### src/rtl/wb_queue.sv
// Writeback queue: merges load and ALU results into one register-file write port.
// Entries drain one per cycle in FIFO order; a lookup port exposes pending writes.
module wb_queue #(
  parameter int DSIZE = 16,
  parameter int ASIZE = 4,
  parameter int DEPTH = 4
) (
  input  logic             clk,
  input  logic             rst,
  input  logic             mem_valid,
  input  logic [ASIZE-1:0] mem_addr,
  input  logic [DSIZE-1:0] mem_data,
  input  logic             alu_valid,
  input  logic [ASIZE-1:0] alu_addr,
  input  logic [DSIZE-1:0] alu_data,
  output logic             wb_ready,
  output logic             wen,
  output logic [ASIZE-1:0] waddr,
  output logic [DSIZE-1:0] wdata,
  input  logic [ASIZE-1:0] lk_addr,
  output logic             lk_hit,
  output logic [DSIZE-1:0] lk_data,
  output logic [ASIZE:0]   count
);

  localparam int PW = (DEPTH > 1) ? $clog2(DEPTH) : 1;

  logic [ASIZE-1:0] addr_q [DEPTH];
  logic [DSIZE-1:0] data_q [DEPTH];
  logic [PW-1:0]    head_q, head_d, tail_q, tail_d, alu_slot, lk_idx;
  logic [ASIZE:0]   count_q, count_d;
  logic             mem_push, alu_push, pop;

  // Room for two entries is required so both producers can always push together.
  assign wb_ready = (count_q <= (ASIZE+1)'(DEPTH - 2));
  assign mem_push = mem_valid && wb_ready && (mem_addr != '0);
  assign alu_push = alu_valid && wb_ready && (alu_addr != '0);
  assign pop      = (count_q != '0);

  always_comb begin
    head_d   = head_q + PW'(pop);
    alu_slot = tail_q + PW'(mem_push);
    tail_d   = alu_slot + PW'(alu_push);
    count_d  = count_q + (ASIZE+1)'(mem_push) + (ASIZE+1)'(alu_push) - (ASIZE+1)'(pop);
  end

  // Storage is not cleared on reset; count_q masks stale entries from every output.
  always_ff @(posedge clk) begin
    if (rst) begin
      head_q  <= '0;
      tail_q  <= '0;
      count_q <= '0;
    end else begin
      head_q  <= head_d;
      tail_q  <= tail_d;
      count_q <= count_d;
      if (mem_push) begin
        addr_q[tail_q] <= mem_addr;
        data_q[tail_q] <= mem_data;
      end
      if (alu_push) begin
        addr_q[alu_slot] <= alu_addr;
        data_q[alu_slot] <= alu_data;
      end
    end
  end

  assign wen   = pop;
  assign waddr = pop ? addr_q[head_q] : '0;
  assign wdata = pop ? data_q[head_q] : '0;
  assign count = count_q;

  // Walk oldest to newest so the entry closest to tail wins.
  always_comb begin
    lk_hit  = 1'b0;
    lk_data = '0;
    lk_idx  = '0;
    for (int i = 0; i < DEPTH; i++) begin
      lk_idx = head_q + PW'(i);
      if (((ASIZE+1)'(i) < count_q) && (addr_q[lk_idx] == lk_addr) && (lk_addr != '0)) begin
        lk_hit  = 1'b1;
        lk_data = data_q[lk_idx];
      end
    end
  end

endmodule

### config.mk
export PLATFORM = sky130hd
export DESIGN_NAME = wb_queue
export DESIGN_NICKNAME = d
export VERILOG_FILES = /design/src/rtl/wb_queue.sv
export SDC_FILE = /design/constraint.sdc
export NUM_CORES = 1
export LEC_CHECK = 0
export CAP_MARGIN = 40
export CORE_MARGIN = 1.5
export CORE_UTILIZATION = 35
export CTS_CLUSTER_SIZE = 25
export DETAILED_ROUTE_END_ITERATION = 8
export PLACE_DENSITY = 0.63
export RECOVER_POWER = 100
export SETUP_SLACK_MARGIN = 0.2
export SYNTH_ARGS = -nofsm -noshare
export SYNTH_HDL_FRONTEND = slang
export SYNTH_SLANG_ARGS = --single-unit
export TNS_END_PERCENT = 50
### constraint.sdc
create_clock -name clk -period 4.55 [get_ports clk]
set_clock_uncertainty 0.2 [all_clocks]
set_input_delay 0.455 -clock clk [delete_from_list [all_inputs] [get_ports clk]]
set_output_delay 0.455 -clock clk [all_outputs]
set_load 0.005 [all_outputs]
==> reports/metrics.cfg, run 1 <==
[clocking]
cts_setup_buffers = 0
cts_root_buf = clkbuf_16
cts_num_sinks = 89
cts_buffers = 9
clkTransAtPathRegs_ns = 0.06
htreeDepth = 3
clkLatencyLatePin_ns = 0.34
cts_tree = yes
cts_buffer_depth = 2
hold_buffers = 0
ctsResizeCount = 0

[pwr]
p_int_mw = 2.88
power_density_mw_per_mm2 = 578
ir_drop_v = 0.000244
power_mw = 4.69
p_leak_nw = 2.83
power_frac_clock_pct = 17.2
p_switching_mw = 1.81
p_comb_share_pct = 57.8
p_sw_share_pct = 38.6
p_seq_share_pct = 25.1

[synth]
ys_top_cells_by_count = mux2_2 (126), edfxtp_1 (80), nand2_1 (53)
yosys_most_used_dff = edfxtp_1
synth_top_family_by_area = multiplexers
synth_fa_ha_area_share_pct = 2.52
syn-num-nets = 656
syn-cell-area_mm2 = 0.00657
yosys.area_share.simple_pct = 9.58
ys_seq_area_share_pct = 39.3
synthArstFlopShare_pct = 0
yosysTopAreaCell = edfxtp_1
synth_most_common_cell = mux2_2
muxShareOfSynthArea_pct = 31.8
avgSynthCellArea_um2 = 11.0
synth_compound_area_share_pct = 10.8
ys_types = 44
synth-seq-cells = 89
synthXorXnorAreaFrac_pct = 2.13
yosys-top-cells-area = edfxtp_1 (37%), mux2_2 (22%), mux2i_1 (5.9%), mux4_2 (3.4%), nand2_1 (3.0%)
synth-edff-count = 80
synth_cells = 596
synth_top_area_share_pct = 36.6
ys_warn_count = 0

[sta]
fin_crit_sh_pct = 94.2
tns_ns = 0
hold_viol = 0
max_freq_mhz = 233
period_needed_ns = 4.29
rsz0062_at_grt = no
tightest_slew_ns = 1.31
max_slew_margin_pct = 13.0
whs_ns = 0.491
setup_viol = 0
fin_ws_ns = 0.262
slew_viol_final = 0

[floorplanning]
pin_count = 92
die_y_um = 140
die_w_um = 140
coreArea_mm2 = 0.0182
rows = 49
start_util_pct = 36.1
dieArea_mm2 = 0.0196

[grt]
grt_max_degree = 82
grtUsageTotal_pct = 18.0
grt_pass1_wl_mm = 27.5
grt_pass1_vias = 5132
grt_overflow = 0
antenna_found_initial = 0

[route]
num_vias = 5083
drt-total-wl_mm = 17.5
firstDrtPassIters = 5
wire_per_inst_um = 19.2
antenna_left = 0
drt_iter0_drc = 313
drcViolationCount = 0
via_per_inst = 5.56

[layout]
final_cells = 915
final_util_pct = 44.6
n_fill_cell = 1666
syn2layout_area_growth_pct = 23.6
finalInstanceArea_mm2 = 0.00812
nNetsFinal = 741
antenna_cells = 0
drive_gt1_share_pct = 27.0

[job]
maxCapViolations = 0

[setup_path]
critPathSlowestCell = dlygate4sd3_1
critPathLaunchType = primary input
critPathBufInv = 4
critPathKind = in -> out
cp_slowest_stage_delay_ns = 0.78
cp.required_ns = 3.89
cp_data_arrival_time_ns = 3.63
crit_family = buffers and inverters
crit_chain = dlygate4sd3_1 > nor3_1 > or3_1 > a222oi_1 > buf_12 > o211ai_2 > buf_4 > o211ai_1 > dlygate4sd3_1
end_kind = output pin
crit_path_frequent_cell = dlygate4sd3_1
worst-path-max-fanout = 19

[run_status]
status = finished clean

[worst_hold_path]
hp-class = reg -> reg

[placement]
dp_cells = 893
place_hpwl_mm = 12.6
io_buffers = 91
dpl-instance-area_mm2 = 0.00782
dp_slack_ns = 0.406
gp_congestion = 0.831

[worst paths after layout]
check,start,endpoint,slack [ns],cells past startpoint
min reg2reg,count[4],count[4],0.49,4
min,count[4],count[4],0.49,4
max,lk_addr[3],lk_data[3],0.26,9
max reg2reg,count[2],data_q[2][14],0.45,14
[worst register-to-register path: cells and delay by family (launching register included)]
| family | cells | cell delay (ns) |
|---|---|---|
| compound gates | 1 | 0.14 |
| xor+xnor | 1 | 0.32 |
| fa+ha+maj | 2 | 0.46 |
| buf+inv | 4 | 0.89 |
| flops | 1 | 0.36 |
| mux | 1 | 0.39 |
| simple gates | 5 | 1.10 |
[layout make-up]
class,count,area (um2),area share [%]
tap,229,287,3.53
multi-input combinational,448,3720,45.8
sequential,89,2590,31.9
clock buffer,9,225,2.78
clock inverter,7,100,1.23
timing repair buffer,120,1140,14.1
inverter,13,48.8,0.601
[power groups by stage]
| stage | registers, mW | clock network, mW | logic, mW |
|---|---|---|---|
| floorplan | 1.13 | 0 | 1.78 |
| global placement | 1.20 | 0 | 2.68 |
| detailed placement | 1.20 | 0 | 2.79 |
| CTS | 1.19 | 0.820 | 2.80 |
| global route | 1.20 | 0.849 | 2.96 |
| finish | 1.18 | 0.806 | 2.71 |
[state kept, by name, summed over array words and instances (netlist names)]
signal  count
data_q     64
addr_q     16
count       5
head_q      2
tail_q      2
[layout by cell type (no fill, tap or decap), types with 7 or more instances in the layout]
cell type / netlist / final
dfxtp_1: 9 / 7
o21ai_0: 34 / 34
xor2_1: 7 / 7
a21oi_1: 20 / 20
dlygate4sd3_1: 0 / 36
clkbuf_16: 0 / 9
nand3_1: 18 / 18
nand2_1: 53 / 53
edfxtp_1: 80 / 80
mux2_2: 126 / 125
nor2b_1: 9 / 8
o211ai_1: 20 / 23
clkbuf_1: 19 / 7
xnor2_1: 9 / 9
clkdlybuf4s50_1: 0 / 55
ha_1: 10 / 10
buf_4: 0 / 12
inv_1: 13 / 13
mux4_2: 10 / 10
mux2i_1: 39 / 39
nor2_1: 42 / 42
o211ai_2: 11 / 8
[logic make-up after synthesis]
logic type	Yosys count
xor gates and xnor gates	16
buffers and inverters	59
and+or+nand+nor	141
AOI/OAI and AO/OA	102
DFF	89
muxes	177
adders and majority gates	12
[metal layers]
| metal | vias up | track usage [%] | routed length, um |
|---|---|---|---|
| met5 | - | 0 | 0 |
| met4 | 0 | 5.76 | 235 |
| met3 | 22 | 2.74 | 674 |
| met2 | 127 | 32.9 | 9120 |
| met1 | 2519 | 21.7 | 7520 |
| li1 | 2415 | - | - |
No activity file was read; power rests on OpenSTA's default activity.
==> run 2, diff against run 1 <==
--- a/config.mk
+++ b/config.mk
@@ -8,11 +8,12 @@
 export CAP_MARGIN = 40
 export CORE_MARGIN = 1.5
 export CORE_UTILIZATION = 35
-export CTS_CLUSTER_SIZE = 25
+export CTS_CLUSTER_SIZE = 24
 export DETAILED_ROUTE_END_ITERATION = 8
 export PLACE_DENSITY = 0.63
 export RECOVER_POWER = 100
 export SETUP_SLACK_MARGIN = 0.2
+export SLEW_MARGIN = 20
 export SYNTH_ARGS = -nofsm -noshare
 export SYNTH_HDL_FRONTEND = slang
 export SYNTH_SLANG_ARGS = --single-unit
==> run 2 against run 1 <==
  * Final cell count up 0.11%
  * Sequential share of layout area shrank 0.079 points
  * Die area unchanged
  * Non-clock buffer count up 1
  * Register-to-register slack hardly changed
  * Worst setup slack worse by 0.017 ns
  * Total power is 0.23% higher
  * Combinational power about the same
  * Largest cell class unchanged
  * Global-route usage is the same
  * Sequential cell count is the same
  * Hold slack about the same
  * First-iteration DRC count decreased by 12%
==> reports/metrics.cfg, run 2 (synthesized netlist as in run 1, its figures left out) <==
[clocking]
cts_tree = yes
htreeDepth = 3  ; unchanged
hold_buffers = 0  ; unchanged
clkTransAtPathRegs_ns = 0.06  ; about the same
cts_buffers = 9  ; unchanged
ctsResizeCount = 0  ; unchanged
cts_buffer_depth = 2  ; unchanged
cts_root_buf = clkbuf_16
cts_num_sinks = 89  ; unchanged
clkLatencyLatePin_ns = 0.33  ; about the same

[layout]
antenna_cells = 0  ; unchanged
layout_commonest_cell = mux2_2
regMostFlops = data_q
regArea_mm2 = 0.00259  ; unchanged
nNetsFinal = 742  ; +0.13%
syn2layout_area_growth_pct = 23.9
drive_gt1_share_pct = 27.2  ; +0.25 points
n_fill_cell = 1664  ; -0.12%
mostFrequentLayoutCells = mux2_2 (126), edfxtp_1 (80), clkdlybuf4s50_1 (54)
largest_reg_flops = 64  ; unchanged
multi_input_area_mm2 = 0.00372  ; unchanged

[grt]
antenna_found_initial = 0  ; unchanged
grt_max_degree = 82  ; unchanged
grt_overflow = 0  ; unchanged
grt_pass1_vias = 5132  ; unchanged
grtUsageTotal_pct = 18.0  ; unchanged
grt_pass1_wl_mm = 27.5  ; unchanged

[placement]
dp_slack_ns = 0.406  ; unchanged
gp_congestion = 0.831  ; unchanged
place_hpwl_mm = 12.6  ; unchanged
io_buffers = 91  ; unchanged

[setup_path]
timing.rr.start = count[2]
r2r_slack_ns = 0.44  ; about the same
cp.required_ns = 3.89  ; about the same
critPathKind = in -> out
worst-r2r-cell-count = 14  ; unchanged
r2r-end = data_q[2][14]
end_kind = output pin
critPathLaunchType = primary input
cp_data_arrival_time_ns = 3.65  ; +0.02 ns
worst-path-max-fanout = 19  ; unchanged

[worst_hold_path]
hp-class = reg -> reg
hp-start = count[4]
worstHoldPathCells = 4  ; unchanged
hold_end = count[4]

[route]
drt_iter0_drc = 277  ; -12%
antenna_left = 0  ; unchanged
drcViolationCount = 0  ; unchanged
drt-total-wl_mm = 17.6  ; about the same
wire_per_inst_um = 19.2  ; about the same
firstDrtPassIters = 7  ; +2
via_per_inst = 5.56  ; +0.11%
num_vias = 5094  ; +0.22%

[run_status]
status = finished clean

[pwr]
p_sw_share_pct = 38.5  ; about the same
p_comb_share_pct = 57.9  ; about the same
p_seq_share_pct = 25.0  ; about the same
p_switching_mw = 1.81  ; +0.15%
p_int_mw = 2.89  ; +0.29%
p_leak_nw = 2.84  ; +0.34%
ir_drop_v = 0.000288  ; +18%
power_frac_clock_pct = 17.1  ; about the same
power_density_mw_per_mm2 = 578  ; about the same

[sta]
max_slew_margin_pct = 13.4  ; +0.42 points
tightest_slew_ns = 1.30  ; -0.00634 ns
fin_ws_ns = 0.245  ; -0.0174 ns
period_needed_ns = 4.31  ; +0.0174 ns
rsz0062_at_grt = no
setup_viol = 0  ; unchanged
max_freq_mhz = 232  ; -0.40%
hold_viol = 0  ; unchanged
tns_ns = 0  ; unchanged
fin_crit_sh_pct = 94.6  ; +0.38 points
slew_viol_final = 0  ; unchanged
whs_ns = 0.491  ; +0.00000600 ns

[floorplanning]
rows = 49  ; unchanged
coreArea_mm2 = 0.0182  ; unchanged
start_util_pct = 36.1  ; unchanged
die_w_um = 140  ; unchanged
pin_count = 92  ; unchanged
die_y_um = 140  ; unchanged
dieArea_mm2 = 0.0196  ; unchanged

[job]
maxCapViolations = 0  ; unchanged

[run 2: cell count changes in the layout (fill, tap and decap cells not counted)]
cell	before	now
buf_12	3	4
clkdlybuf4s50_1	55	54
dlygate4sd3_1	36	37
mux2_1	1	0
mux2_2	125	126
[run 2: routing by layer]
| layer | wire length [um] | vias to the layer above | track usage, % | part of all wire [%] |
|---|---|---|---|---|
| met4 | 246 | 0 | 5.76 | 1.4 |
| met2 | 9060 | 138 | 32.9 | 52 |
| met3 | 711 | 26 | 2.74 | 4.0 |
| met1 | 7550 | 2519 | 21.7 | 43 |
| li1 | - | 2411 | - | - |
| met5 | 0 | - | 0 | 0 |
[run 2: timing repair]
item / CTS / global route
endpoints found under the hold margin: 0 / 0
setup endpoints to repair: 0 / 16
setup buffers: 0 / 6
[run 2: layout make-up]
cell class	count	area share [%]
multi-input cells	448	45.7
inverters	13	0.600
flip-flops and latches	89	31.8
clock inverters	7	1.23
clock buffers	9	2.77
repair buffers	121	14.3
well taps	229	3.52
[run 2: power groups by stage]
stage | clock, mW | combinational [mW] | sequential (mW)
2_1_floorplan | 0 | 1.78 | 1.13
4_1_cts | 0.820 | 2.80 | 1.19
5_1_grt | 0.849 | 2.97 | 1.20
3_5_place_dp | 0 | 2.79 | 1.20
3_3_place_gp | 0 | 2.68 | 1.20
6_report | 0.805 | 2.72 | 1.18
[run 2: worst max-delay path by stage]
stage	from	endpoint	depth (start not counted)
global route	count[2]	data_q[2][14]	14
finish	lk_addr[3]	lk_data[11]	9
CTS	head_q[0]	lk_data[1]	7
detailed placement	lk_addr[3]	lk_data[3]	9
floorplan	count[1]	addr_q[3][0]	6
global placement	lk_addr[3]	lk_data[3]	9
[run 2: critical path: stages]
cell and delay, ns:
dlygate4sd3_1 0.78, xor2_1 0.26, nand4b_1 0.14, a222oi_1 0.55
buf_12 0.25, o211ai_2 0.10, buf_4 0.24, o211ai_1 0.30
clkdlybuf4s50_1 0.56
[run 2: per-stage QoR]
stage,utilization (%),instance area (um2),total power [mW],std cells
finish,44.7,8140,4.70,916
global route,44.7,8140,5.02,916
CTS,44.7,8150,4.81,909
detailed placement,43.0,7820,3.99,893
global placement,42.8,7790,3.88,892
floorplan,-,6570,2.91,596
==> run 3, diff against run 2 <==
--- a/config.mk
+++ b/config.mk
@@ -6,7 +6,6 @@
 export NUM_CORES = 1
 export LEC_CHECK = 0
 export CAP_MARGIN = 40
-export CORE_MARGIN = 1.5
 export CORE_UTILIZATION = 35
 export CTS_CLUSTER_SIZE = 24
 export DETAILED_ROUTE_END_ITERATION = 8
==> run 3 against run 2 <==
  * The run now ends with DRC left
  * Cell area up 0.11%
  * Maximum frequency up 2.0%
  * Final cell count up 0.44%
  * Non-clock buffer count up 4
  * Global-route usage up 0.61 points
  * Sequential power about the same
  * Wire length down 1.2%
  * Utilization up 0.20 points
  * Register-to-register slack about the same
  * Critical path type is now reg -> out
==> reports/metrics.cfg, run 3 (synthesized netlist as in run 1, its figures left out) <==
[route]
met2_length_mm = 9.15  ; +1.1%
wl_met1_mm = 7.28  ; -3.6%
antenna_left = 0  ; unchanged
dr_wl_met3_um = 638  ; -10%
top_layer = met4
drt-total-wl_mm = 17.4  ; -1.2%
wire_per_inst_um = 18.9  ; -1.6%
num_vias = 5061  ; -0.65%
via_per_inst = 5.50  ; -1.1%
drt_iter0_drc = 306  ; +10%
drcViolationCount = 2  ; +2
firstDrtPassIters = 9  ; +2

[floorplanning]
coreArea_mm2 = 0.0181  ; -0.34%
die_w_um = 139  ; -0.71%
die_y_um = 139  ; -0.71%
rows = 49  ; unchanged
start_util_pct = 36.2  ; +0.12 points
dieArea_mm2 = 0.0193  ; -1.4%
pin_count = 92  ; unchanged

[layout]
drive_gt1_share_pct = 27.4  ; +0.13 points
mostFrequentLayoutCells = mux2_2 (125), edfxtp_1 (80), clkdlybuf4s50_1 (60)
antenna_cells = 0  ; unchanged
layout_commonest_cell = mux2_2
largest_reg_flops = 64  ; unchanged
multi_input_area_mm2 = 0.00374  ; +0.64%
regArea_mm2 = 0.00259  ; unchanged
n_fill_cell = 1698  ; +2.0%
syn2layout_area_growth_pct = 24.0
regMostFlops = data_q
nNetsFinal = 746  ; +0.54%

[grt]
grt_max_degree = 66  ; -20%
antenna_found_initial = 0  ; unchanged
grt_overflow = 0  ; unchanged
grtUsageTotal_pct = 18.6  ; +0.61 points
grt_pass1_wl_mm = 27.9  ; +1.3%
grt_pass1_vias = 5251  ; +2.3%

[setup_path]
cp_data_arrival_time_ns = 3.57  ; -0.08 ns
worst-path-max-fanout = 22  ; +3
cp.required_ns = 3.89  ; about the same
end_kind = output pin
critPathKind = reg -> out
critPathLaunchType = register

[pwr]
ir_drop_v = 0.000184  ; -36%
p_leak_nw = 2.83  ; -0.40%
power_density_mw_per_mm2 = 569  ; -1.6%

[sta]
rsz0062_at_grt = no
tns_ns = 0  ; unchanged
max_slew_margin_pct = 20.3  ; +6.9 points
tightest_slew_ns = 1.20  ; -0.104 ns
period_needed_ns = 4.22  ; -0.0836 ns
whs_ns = 0.483  ; -0.00774 ns
max_freq_mhz = 237  ; +2.0%
fin_crit_sh_pct = 92.8  ; -1.8 points
setup_viol = 0  ; unchanged
hold_viol = 0  ; unchanged
slew_viol_final = 0  ; unchanged

[clocking]
htreeDepth = 3  ; unchanged
cts_num_sinks = 89  ; unchanged
clkLatencyLatePin_ns = 0.34  ; about the same
hold_buffers = 0  ; unchanged
cts_buffers = 9  ; unchanged
cts_buffer_depth = 2  ; unchanged
clkTransAtPathRegs_ns = 0.06  ; about the same
cts_root_buf = clkbuf_16
cts_tree = yes

[placement]
place_hpwl_mm = 12.6  ; -0.17%
io_buffers = 91  ; unchanged
gp_congestion = 0.828  ; -0.34%

[run_status]
violations = DRC
status = finished, violations left

[job]
maxCapViolations = 0  ; unchanged

[worst_hold_path]
hp-class = reg -> reg

[run 3: cell types whose count changed in the layout (fill, tap and decap cells not counted), moves of 3 or more]
cell             previous run  this run
clkbuf_1                    7        11
clkdlybuf4s50_1            54        60
dlygate4sd3_1              37        31
o211ai_1                   23        20
o211ai_2                    8        11
[run 3: layout make-up]
class	count	area share (%)
well taps	229	3.52
flip-flops and latches	89	31.8
inverters	13	0.599
repair buffers	125	14.4
clock inverters	7	0.953
multi-input cells	448	46.0
clock buffers	9	2.77
[run 3: repair_timing]
action                     in CTS  in global routing
cloned                          0                  0
resized for setup               1                  3
buffers inserted                4                  3
pin swaps                       0                  2
setup endpoints to repair       9                 16
[run 3: layer usage]
layer	global-route usage, %	up-vias
li1	-	2430
met1	21.8	2511
met2	34.3	97
met3	2.97	23
met4	6.37	0
met5	0	-
[run 3: worst paths after layout]
| kind | from | endpoint | slack, ns | cells after the start |
|---|---|---|---|---|
| max | head_q[0] | lk_data[6] | 0.33 | 10 |
| min | count[4] | count[4] | 0.48 | 4 |
| max reg2reg | count[1] | data_q[2][11] | 0.44 | 13 |
| min reg2reg | count[4] | count[4] | 0.48 | 4 |
[run 3: report_power, final]
part | leakage, nW | internal, mW | switching [mW]
clock | 0.142 | 0.430 | 0.330
combinational | 1.89 | 1.33 | 1.36
sequential | 0.801 | 1.06 | 0.110
[run 3: critical path, cell delays in order, from the launching register on]
cell	delay, ns
dfxtp_4	0.44
buf_12	0.21
mux2i_1	0.25
xor2_1	0.20
nand4_1	0.12
a222oi_1	0.37
clkbuf_2	0.33
buf_4	0.21
mux2_2	0.35
o211ai_2	0.18
clkdlybuf4s50_1	0.53
[run 3: per-stage QoR]
stage | setup WS (ns) | instances | power (mW) | util (%) | cell area [um2]
floorplan | 0.633 | 596 | 2.91 | - | 6570
global placement | 0.406 | 896 | 3.86 | 43.0 | 7800
finish | 0.328 | 920 | 4.63 | 44.9 | 8140
detailed placement | 0.324 | 897 | 3.96 | 43.1 | 7820
global route | 0.131 | 920 | 4.96 | 44.9 | 8140
CTS | 0.209 | 917 | 4.75 | 45.0 | 8170
